### config.mk
export PLATFORM = sky130hd
export DESIGN_NAME = lfsr_updown_param_flat
export DESIGN_NICKNAME = d
export VERILOG_FILES = /design/src/rtl/lfsr_updown_param_if.sv /design/src/rtl/lfsr_updown_param.sv /design/src/flat_wrapper.sv
export SDC_FILE = /design/constraint.sdc
export NUM_CORES = 1
export LEC_CHECK = 0
export CORE_MARGIN = 3
export CORE_UTILIZATION = 47
export CTS_CLUSTER_SIZE = 30
export DETAILED_ROUTE_END_ITERATION = 8
export PLACE_DENSITY = 0.77
export SLEW_MARGIN = 20
export SYNTH_ARGS = -nofsm -noshare
export SYNTH_HDL_FRONTEND = slang
export SYNTH_SLANG_ARGS = --single-unit
export TNS_END_PERCENT = 1
### constraint.sdc
create_clock -name clk -period 2.05 [get_ports clk]
set_input_delay 0.41 -clock clk [delete_from_list [all_inputs] [get_ports clk]]
set_output_delay 0.41 -clock clk [all_outputs]
set_load 0.05 [all_outputs]
### src/rtl/lfsr_updown_param_if.sv
// Control/status bundle for lfsr_updown_param: step, load and burst requests in,
// LFSR state, position and status pulses out.
interface lfsr_updown_param_if #(
   parameter int WIDTH = 8
);
   logic             enable;
   logic             up_down;
   logic             load;
   logic [WIDTH-1:0] load_value;
   logic             start;
   logic [WIDTH-1:0] burst_len;
   logic [WIDTH-1:0] count;
   logic [WIDTH-1:0] position;
   logic             wrap;
   logic             busy;
   logic             done;
   logic             lockup;

   modport master (
      output enable, up_down, load, load_value, start, burst_len,
      input  count, position, wrap, busy, done, lockup
   );

   modport slave (
      input  enable, up_down, load, load_value, start, burst_len,
      output count, position, wrap, busy, done, lockup
   );
endinterface

### src/rtl/lfsr_updown_param.sv
// Parametrised up/down XNOR LFSR with seed load, position tracking, wrap pulse and burst engine.
// Optional all-ones lockup recovery is enabled by defining LFSR_LOCKUP_GUARD_EN.
module lfsr_updown_param #(
   parameter int               WIDTH = 8,
   parameter logic [WIDTH-1:0] TAPS  = 8'hB8,
   parameter logic [WIDTH-1:0] SEED  = '0
) (
   input logic                clk,
   input logic                reset,
   lfsr_updown_param_if.slave bus
);

   localparam logic [1:0] IDLE = 2'd0;
   localparam logic [1:0] RUN  = 2'd1;
   localparam logic [1:0] DONE = 2'd2;

   // Largest position value: the sequence has 2^WIDTH-1 states.
   localparam logic [WIDTH-1:0] POS_MAX = {WIDTH{1'b1}} - WIDTH'(1);

   function automatic logic [WIDTH-1:0] fwd_step(input logic [WIDTH-1:0] c);
      return {c[WIDTH-2:0], ~^(c & TAPS)};
   endfunction

   function automatic logic [WIDTH-1:0] rev_step(input logic [WIDTH-1:0] c);
      return {~(c[0] ^ (^(c[WIDTH-1:1] & TAPS[WIDTH-2:0]))), c[WIDTH-1:1]};
   endfunction

   function automatic logic [WIDTH-1:0] pos_inc(input logic [WIDTH-1:0] p);
      return (p == POS_MAX) ? '0 : p + WIDTH'(1);
   endfunction

   function automatic logic [WIDTH-1:0] pos_dec(input logic [WIDTH-1:0] p);
      return (p == '0) ? POS_MAX : p - WIDTH'(1);
   endfunction

   logic [1:0]       r_state;
   logic [WIDTH-1:0] r_remain;
   logic             r_dir;
   logic [WIDTH-1:0] r_count;
   logic [WIDTH-1:0] r_pos;
   logic             r_wrap;
   logic             r_busy;
   logic             r_done;
   logic             r_lockup;

   logic [1:0]       w_state_nxt;
   logic [WIDTH-1:0] w_remain_nxt;
   logic             w_start_acc;
   logic             w_step;
   logic             w_dir;
   logic             w_guard;
   logic [WIDTH-1:0] w_count_nxt;
   logic [WIDTH-1:0] w_pos_nxt;
   logic             w_wrap_nxt;
   logic             w_lock_nxt;

`ifdef LFSR_LOCKUP_GUARD_EN
   assign w_guard = &r_count;
`else
   assign w_guard = 1'b0;
`endif

   // Burst FSM and step request; load overrides everything below reset.
   always_comb begin
      w_state_nxt  = r_state;
      w_remain_nxt = r_remain;
      w_start_acc  = 1'b0;
      w_step       = 1'b0;
      w_dir        = bus.up_down;
      if (bus.load) begin
         w_state_nxt = IDLE;
      end else begin
         case (r_state)
            IDLE: begin
               if (bus.start) begin
                  w_start_acc  = 1'b1;
                  w_remain_nxt = bus.burst_len;
                  w_state_nxt  = (bus.burst_len == '0) ? DONE : RUN;
               end else if (bus.enable) begin
                  w_step = 1'b1;
               end
            end
            RUN: begin
               w_step       = 1'b1;
               w_dir        = r_dir;
               w_remain_nxt = r_remain - WIDTH'(1);
               if (r_remain == WIDTH'(1)) w_state_nxt = DONE;
            end
            default: w_state_nxt = IDLE;
         endcase
      end
   end

   always_comb begin
      w_count_nxt = r_count;
      w_pos_nxt   = r_pos;
      w_wrap_nxt  = 1'b0;
      w_lock_nxt  = 1'b0;
      if (bus.load) begin
         w_count_nxt = bus.load_value;
         w_pos_nxt   = '0;
`ifdef LFSR_LOCKUP_GUARD_EN
         if (&bus.load_value) begin
            w_count_nxt = SEED;
            w_lock_nxt  = 1'b1;
         end
`endif
      end else if (w_guard) begin
         w_count_nxt = SEED;
         w_pos_nxt   = '0;
         w_lock_nxt  = 1'b1;
      end else if (w_step) begin
         w_count_nxt = w_dir ? fwd_step(r_count) : rev_step(r_count);
         w_pos_nxt   = w_dir ? pos_inc(r_pos) : pos_dec(r_pos);
         w_wrap_nxt  = (w_pos_nxt == '0);
      end
   end

   always_ff @(posedge clk) begin
      if (reset) begin
         r_state  <= IDLE;
         r_count  <= SEED;
         r_pos    <= '0;
         r_wrap   <= 1'b0;
         r_busy   <= 1'b0;
         r_done   <= 1'b0;
         r_lockup <= 1'b0;
      end else begin
         r_state  <= w_state_nxt;
         r_count  <= w_count_nxt;
         r_pos    <= w_pos_nxt;
         r_wrap   <= w_wrap_nxt;
         r_busy   <= (w_state_nxt == RUN);
         r_done   <= (w_state_nxt == DONE);
         r_lockup <= w_lock_nxt;
      end
   end

   // Burst bookkeeping carries no reset: it is only read while RUN.
   always_ff @(posedge clk) begin
      r_remain <= w_remain_nxt;
      if (w_start_acc) r_dir <= bus.up_down;
   end

   assign bus.count    = r_count;
   assign bus.position = r_pos;
   assign bus.wrap     = r_wrap;
   assign bus.busy     = r_busy;
   assign bus.done     = r_done;
   assign bus.lockup   = r_lockup;

endmodule

### src/flat_wrapper.sv
// flat-port wrapper written by rule: the top's interface ports become plain ports
module lfsr_updown_param_flat 
#(
   parameter int               WIDTH = 8,
   parameter logic [WIDTH-1:0] TAPS  = 8'hB8,
   parameter logic [WIDTH-1:0] SEED  = '0
)
  (clk, reset, bus_enable, bus_up_down, bus_load, bus_load_value, bus_start, bus_burst_len, bus_count, bus_position, bus_wrap, bus_busy, bus_done, bus_lockup);
  lfsr_updown_param_if #(.WIDTH(WIDTH)) bus_i ();
  input logic clk;
  input logic reset;
  input wire logic [$bits(bus_i.enable)-1:0] bus_enable;
  input wire logic [$bits(bus_i.up_down)-1:0] bus_up_down;
  input wire logic [$bits(bus_i.load)-1:0] bus_load;
  input wire logic [$bits(bus_i.load_value)-1:0] bus_load_value;
  input wire logic [$bits(bus_i.start)-1:0] bus_start;
  input wire logic [$bits(bus_i.burst_len)-1:0] bus_burst_len;
  output wire logic [$bits(bus_i.count)-1:0] bus_count;
  output wire logic [$bits(bus_i.position)-1:0] bus_position;
  output wire logic [$bits(bus_i.wrap)-1:0] bus_wrap;
  output wire logic [$bits(bus_i.busy)-1:0] bus_busy;
  output wire logic [$bits(bus_i.done)-1:0] bus_done;
  output wire logic [$bits(bus_i.lockup)-1:0] bus_lockup;
  assign bus_i.enable = bus_enable;
  assign bus_i.up_down = bus_up_down;
  assign bus_i.load = bus_load;
  assign bus_i.load_value = bus_load_value;
  assign bus_i.start = bus_start;
  assign bus_i.burst_len = bus_burst_len;
  assign bus_count = bus_i.count;
  assign bus_position = bus_i.position;
  assign bus_wrap = bus_i.wrap;
  assign bus_busy = bus_i.busy;
  assign bus_done = bus_i.done;
  assign bus_lockup = bus_i.lockup;
  lfsr_updown_param #(.WIDTH(WIDTH), .TAPS(TAPS), .SEED(SEED)) u_core (.clk(clk), .reset(reset), .bus(bus_i));
endmodule
==> summary.md, run 1 <==
| Metric | Value |
|---|---|
| Clock sinks | `30` |
| Starting DRC count in detailed routing | `193` |
| Final setup margin | `-56.1 ps` |
| Routed wire length | `around 5500 microns` |
| Post-synth top flop | `dfxtp_1` |
| Clock tree from TritonCTS | `done` |
| Total nets after synthesis | `between 200 and 300` |
| Final Hold Viols | `0` |
| Outcome | `complete, but fails checks` |
| Placed Area | `2720 sq um` |
| CTS Buf Count | `5` |
| Placed Cells | `~360` |
| Fmax | `between 400 and 500 MHz` |
| P_sw | `0.555 mW` |
| Die Area | `5220 sq um` |
| Reg-to-Reg Start | `u_core.r_state[1]$_SDFF_PP0_` |
| Most frequent cells in the layout | `44 x nand2_1, 39 x buf_4, 33 x clkdlybuf4s50_1` |
| Period utilization | `1.03` |
| Largest net degree at the start of global routing | `19` |
| Combined area of all synthesized cells | `around 2100 sq um` |
| Critical Path AT | `2290 ps` |
| WL/cell | `14.8 microns` |
| Leakage | `around 1.1 nW` |
| RSZ-0062 raised after global routing | `true` |
| Crit path launch type | `flip-flop` |
| CP most frequent cell | `buf_4` |
| CP Capture Point | `u_core.bus.wrap$_SDFF_PP0_` |
| Sw Share | `0.323` |
| First-pass DRT Iterations | `4` |
| Cells along the critical path | `or3b_4 > a21o_1 > buf_4 > a2111oi_2 > buf_4 > o311ai_2 > nor4b_2` |
| Final min period | `2110 ps` |
| Req. time, crit path | `around 2200 ps` |
| VDD IR-drop max | `325 uV` |
| Clk Tree Root Cell | `clkbuf_8` |
| Yosys warns | `0` |
| Non-filler cells, final | `374` |
| Fin area | `2880 sq um` |
| Total GRT Usage | `0.217` |
| Antenna cells | `0` |
| Area grow syn2layout | `39.6%` |
| Layout Skew | `between 6 and 7 ps` |
| Critical path buffer and inverter count | `2` |
| CORE AREA | `4120 sq um` |
| Pwr Density | `about 600 nW/um^2` |
| Crit path depth | `7` |
| Synth async-reset ratio | `0` |
| Worst R2R Setup Slack | `-60 ps` |
| CP endpoint kind | `flip-flop` |
| Post-DP HPWL | `3980 microns` |
| Slew headroom | `0.580` |
| FF-to-FF End | `u_core.bus.wrap$_SDFF_PP0_` |
| Failing checks | `negative setup slack` |
| CP startpoint | `u_core.r_state[1]$_SDFF_PP0_` |
| Worst slew pin tran | `622 ps` |
| Initial antenna violation count | `0` |
| ANT nets after route | `0` |
| Io pins | `42` |
| Number of I/O port buffers | `40` |
| Syn Area/Cell | `around 7.9 sq um` |
| Clk buf depth | `2` |
| Logic gate share of total power | `0.314` |
| Commonest non-fill, non-tap cell in the layout | `nand2_1` |
| P_int | `1.16 mW` |
| HP Class | `flip-flop to flip-flop` |
| # DRC | `0` |
| Post-Route Setup TNS | `-56.1 ps` |
| Core Rows | `23` |
| Final nets | `around 350` |
| Seq/Total Area, Yosys | `0.335` |
| Via Count | `2121` |
| Vias per inst | `5.67` |
| Max Cap Viol | `0` |
| Final setup vio count | `1` |
| First-pass GRT wire length | `9030 microns` |
| Slowest stage delay, CP | `400 ps` |
| Initial core utilization | `0.502` |
| Setup Crit Path Kind | `flip-flop to flip-flop` |
| Post-synth EDFFs | `9` |
| Synth Register Bits | `30` |
| R2R depth | `7` |
| Slew Limit Fails | `0` |
| Power share of the clock group | `0.291` |
| Overflow after GRT | `0` |
| Cell family contributing the most delay on the critical path | `simple AND/OR/NAND/NOR gates` |
| Slowest CP cell | `or3b_4` |
| Share of layout cells above drive strength 1 | `0.231` |
| Syn Inst Count | `261` |
| Die Y | `72.3 microns` |
| CP Max Fanout | `3` |
| Clock-pin slew on the worst setup and hold paths | `about 70 ps` |
| Clk_lat worst skew | `280 ps` |
| GPL Wtd Cong | `0.914` |
| Vias in the first global route | `~2000` |
| H-tree Lvls | `2` |
| Die Width | `72.3 microns` |
| Distinct cells, synth | `56` |
| Sequential Power Share | `0.396` |
area by class of cell:
| class | instances | area, sq um |
|---|---|---|
| fillers | 315 | 1230 |
| inverters | 5 | 21.3 |
| clock buffers | 7 | 86.3 |
| well taps | 50 | 62.6 |
| flip-flops and latches | 30 | 707 |
| multi-input cells | 206 | 1340 |
| clock inverters | 1 | 5.00 |
| repair buffers | 75 | 659 |
power by group through the flow:
stage | logic, mW | clock network, mW | registers (mW)
after floorplan | 0.265 | 0 | 0.755
after global placement | 0.512 | 0 | 0.691
after detailed placement | 0.517 | 0 | 0.691
after CTS | 0.527 | 0.516 | 0.679
after global routing | 0.584 | 0.538 | 0.685
final | 0.539 | 0.500 | 0.680
layer usage:
metal	global-route usage	part of all wire	vias to the layer above	wire length, microns
met3	0.0471	0.052	9	286
met2	0.361	0.48	64	2650
met4	0.0668	0.012	0	68
li1	-	-	1067	-
met1	0.282	0.46	981	2510
met5	0	0	-	0
kinds of logic after synthesis:
kind of cell,count (synthesis),share of synthesized area
AO/OA/AOI/OAI,70,0.231
XOR/XNOR,15,0.0709
adder cells (fa/ha/maj),6,0.0364
buffers and inverters,25,0.0491
flip-flops,30,0.335
multiplexers,2,0.0103
other,1,0.00182
AND/OR/NAND/NOR,112,0.266
flip-flops by register name, indices dropped and copies added, names as in the netlist:
name / count
u_core.bus.done: 1
u_core.bus.wrap: 1
u_core.r_state: 2
u_core.r_dir: 1
u_core.r_remain: 8
u_core.bus.busy: 1
u_core.bus.position: 8
u_core.bus.count: 8
worst min-delay path: cells and delay by family (launching register included):
kind	cells	cell delay, ps
DFF	1	360
AOI/OAI and AO/OA	2	130
buffers and inverters	1	50
worst min path at each step:
| stage | depth (start not counted) | from | endpoint |
|---|---|---|---|
| 6_report | 3 | u_core.bus.position[0]$_SDFFE_PP0N_ | u_core.bus.position[0]$_SDFFE_PP0N_ |
| 4_1_cts | 3 | u_core.bus.position[0]$_SDFFE_PP0N_ | u_core.bus.position[0]$_SDFFE_PP0N_ |
| 2_1_floorplan | 0 | bus_up_down | u_core.r_dir$_DFFE_PP_ |
| 3_3_place_gp | 3 | u_core.bus.position[0]$_SDFFE_PP0N_ | u_core.bus.position[0]$_SDFFE_PP0N_ |
| 3_5_place_dp | 3 | u_core.bus.position[0]$_SDFFE_PP0N_ | u_core.bus.position[0]$_SDFFE_PP0N_ |
| 5_1_grt | 3 | u_core.bus.position[0]$_SDFFE_PP0N_ | u_core.bus.position[0]$_SDFFE_PP0N_ |
cells in the mapped netlist, types with 3 or more instances:
cell      instances  area, sq um
nor2_1           23         86.3
xnor2_1          10         87.6
a211oi_1          6         45.0
nand3_1           7         35.0
o21ai_0          11         55.1
dfxtp_1          21          420
nand2_1          44          165
a311o_1           7         70.1
nor4_1            5         31.3
nor3_1            8         40.0
inv_1             5         18.8
edfxtp_1          9          270
nor2b_1           4         25.0
ha_1              6         75.1
clkbuf_1         16         60.1
a21oi_1          22          110
a21o_1            3         22.5
xor2_1            4         35.0
what timing repair did:
action	4_1_cts	5_1_grt
hold buffers	0	0
gates resized for setup	5	9
pin swaps	4	1
setup buffers	3	0
setup endpoints to repair	11	6
through the flow:
step	hold slack (ps)	worst slack (ps)	total power, mW	utilization
after floorplan	509	-39.1	1.02	-
after global placement	570	-561	1.20	0.660
after detailed placement	571	-605	1.21	0.660
after CTS	581	5.32	1.72	0.690
after global routing	611	-133	1.81	0.700
final	576	-56.1	1.72	0.700
Power figures use the tool's default switching activity.
==> run 2, diff against run 1 <==
--- a/config.mk
+++ b/config.mk
@@ -6,11 +6,11 @@
 export NUM_CORES = 1
 export LEC_CHECK = 0
 export CORE_MARGIN = 3
-export CORE_UTILIZATION = 47
+export CORE_UTILIZATION = 50
 export CTS_CLUSTER_SIZE = 30
 export DETAILED_ROUTE_END_ITERATION = 8
-export PLACE_DENSITY = 0.77
-export SLEW_MARGIN = 20
+export PLACE_DENSITY = 0.78
+export SLEW_MARGIN = 25
 export SYNTH_ARGS = -nofsm -noshare
 export SYNTH_HDL_FRONTEND = slang
 export SYNTH_SLANG_ARGS = --single-unit
==> constraint.sdc (replaced) <==
create_clock -name clk -period 2.2 [get_ports clk]
set_input_delay 0.44 -clock clk [delete_from_list [all_inputs] [get_ports clk]]
set_output_delay 0.44 -clock clk [all_outputs]
set_load 0.05 [all_outputs]
==> summary.md, run 2 (synthesis results as in run 1) <==
| Metric | Value |
|---|---|
| Antenna cells | `0` |
| Initial core utilization | `0.540` |
| ANT nets after route | `0` |
| Core Rows | `22` |
| Overflow after GRT | `0` |
| Crit path launch type | `flip-flop` |
| CTS Buf Count | `5` |
| First-pass DRT Iterations | `4` |
| Routed wire length | `5680 microns` |
| Clock sinks | `30` |
| Max Cap Viol | `0` |
| Fmax | `474 MHz` |
| Critical Path AT | `2300 ps` |
| Met1 Usage GRT | `0.305` |
| Die Y | `70.3 microns` |
| CP endpoint kind | `flip-flop` |
| CORE AREA | `3830 sq um` |
| Layout Skew | `~6.2 ps` |
| Final Hold Viols | `0` |
| Pwr Density | `591 nW/um^2` |
| CP Max Fanout | `5` |
| Largest net degree at the start of global routing | `21` |
| Final min period | `2110 ps` |
| Hold buffers post-CTS | `0` |
| Total GRT Usage | `0.242` |
| Slew Limit Fails | `0` |
| WL/cell | `around 15 microns` |
| Core Util, Final | `0.733` |
| Area grow syn2layout | `35.9%` |
| Final setup vio count | `0` |
| Die Width | `approximately 70 microns` |
| Clock tree from TritonCTS | `done` |
| Die Area | `slightly below 5000 sq um` |
| Design Power | `1.66 mW` |
| HP Class | `flip-flop to flip-flop` |
| Clk_lat worst skew | `about 290 ps` |
| Period utilization | `0.959` |
| Clock-pin slew on the worst setup and hold paths | `70 ps` |
| Most frequent cells in the layout | `44 x nand2_1, 37 x clkdlybuf4s50_1, 32 x buf_4` |
| VDD IR-drop max | `418 uV` |
| Io pins | `42` |
| Leakage | `1.05 nW` |
| First-pass GRT wire length | `9630 microns` |
| Worst slew pin tran | `537 ps` |
| Vias per inst | `approximately 6` |
| # DRC | `0` |
| H-tree Lvls | `2` |
| Clk Tree Root Cell | `clkbuf_8` |
| Share of layout cells above drive strength 1 | `0.185` |
| RSZ-0062 raised after global routing | `false` |
| Outcome | `finished, final reports clean` |
| GR peak layer | `met2` |
| Clk buf depth | `2` |
| Initial antenna violation count | `0` |
| Final nets | `346` |
| Commonest non-fill, non-tap cell in the layout | `nand2_1` |
| Post-DP HPWL | `4060 microns` |
| Met2 Resource Use GR | `0.401` |
| M3 GR Usage | `0.0518` |
| GPL Wtd Cong | `between 0.9 and 1` |
| Slew headroom | `0.641` |
| Req. time, crit path | `~2400 ps` |
| Number of I/O port buffers | `40` |
| Vias in the first global route | `2093` |
| Via Count | `2181` |
| Starting DRC count in detailed routing | `244` |
| Filler cell count | `317` |
| Setup Crit Path Kind | `flip-flop to flip-flop` |
## run 2: final cells by class
type | instances | area [sq um] | area share
Timing Repair Buffer | 70 | 619 | 0.221
Inverter | 5 | 18.8 | 0.00669
Clock buffer | 8 | 111 | 0.0397
Tap cell | 48 | 60.1 | 0.0214
Multi-Input combinational cell | 206 | 1290 | 0.461
Sequential cell | 30 | 702 | 0.250
## run 2: per-stage QoR
stage / setup slack, ps / setup TNS, ps / area [sq um] / hold slack [ps] / std cells
after floorplan: 10.6 / 0 / 2100 / 539 / 261
after global placement: -429 / -2460 / 2670 / 559 / 358
after detailed placement: -460 / -2970 / 2670 / 564 / 358
after CTS: 104 / 0 / 2800 / 577 / 367
after global routing: 5.93 / 0 / 2810 / 627 / 367
final: 89.5 / 0 / 2810 / 570 / 367
## run 2: worst max-delay path, cell delays in order, from the launching register on
cell and delay [ps]:
dfxtp_4 340, inv_2 100, ha_1 160, or3b_2 470, buf_4 160, or2_2 330
a21oi_1 160, a311oi_1 70, a211oi_1 230
## run 2: path summary, 6_finish.rpt
kind	end	cells past startpoint	start	slack [ps]
worst max-delay path	u_core.bus.position[3]$_SDFFE_PP0N_	8	u_core.bus.position[0]$_SDFFE_PP0N_	90
worst min-delay path	u_core.bus.position[6]$_SDFFE_PP0N_	2	u_core.bus.position[6]$_SDFFE_PP0N_	570
worst max register to register	u_core.bus.position[3]$_SDFFE_PP0N_	8	u_core.bus.position[0]$_SDFFE_PP0N_	90
worst min register to register	u_core.bus.position[6]$_SDFFE_PP0N_	2	u_core.bus.position[6]$_SDFFE_PP0N_	570
## run 2: repair_timing
action,4_1_cts,5_1_grt
setup buffers,1,0
setup endpoints to repair,2,1
pin swaps,4,0
gates resized for setup,6,1
hold endpoints to repair,0,0
## run 2: report_power, final
part / internal [mW] / total, mW / switching, mW
combinational: 0.216 / 0.484 / 0.267
clock: 0.323 / 0.540 / 0.217
sequential: 0.602 / 0.636 / 0.0340
## run 2: layer usage
layer,up-vias,share of wire,wire [microns]
li1,1055,-,-
met1,1008,0.42,2410
met2,93,0.46,2640
met3,25,0.073,412
met4,0,0.039,220
met5,-,0,0
==> run 3, diff against run 2 <==
--- a/config.mk
+++ b/config.mk
@@ -5,11 +5,13 @@
 export SDC_FILE = /design/constraint.sdc
 export NUM_CORES = 1
 export LEC_CHECK = 0
+export CAP_MARGIN = 20
 export CORE_MARGIN = 3
 export CORE_UTILIZATION = 50
-export CTS_CLUSTER_SIZE = 30
+export CTS_CLUSTER_SIZE = 20
 export DETAILED_ROUTE_END_ITERATION = 8
 export PLACE_DENSITY = 0.78
+export SKIP_LAST_GASP = 1
 export SLEW_MARGIN = 25
 export SYNTH_ARGS = -nofsm -noshare
 export SYNTH_HDL_FRONTEND = slang
==> results of run 3 <==
Final layout, timing and power as in run 2 (identical DEF).
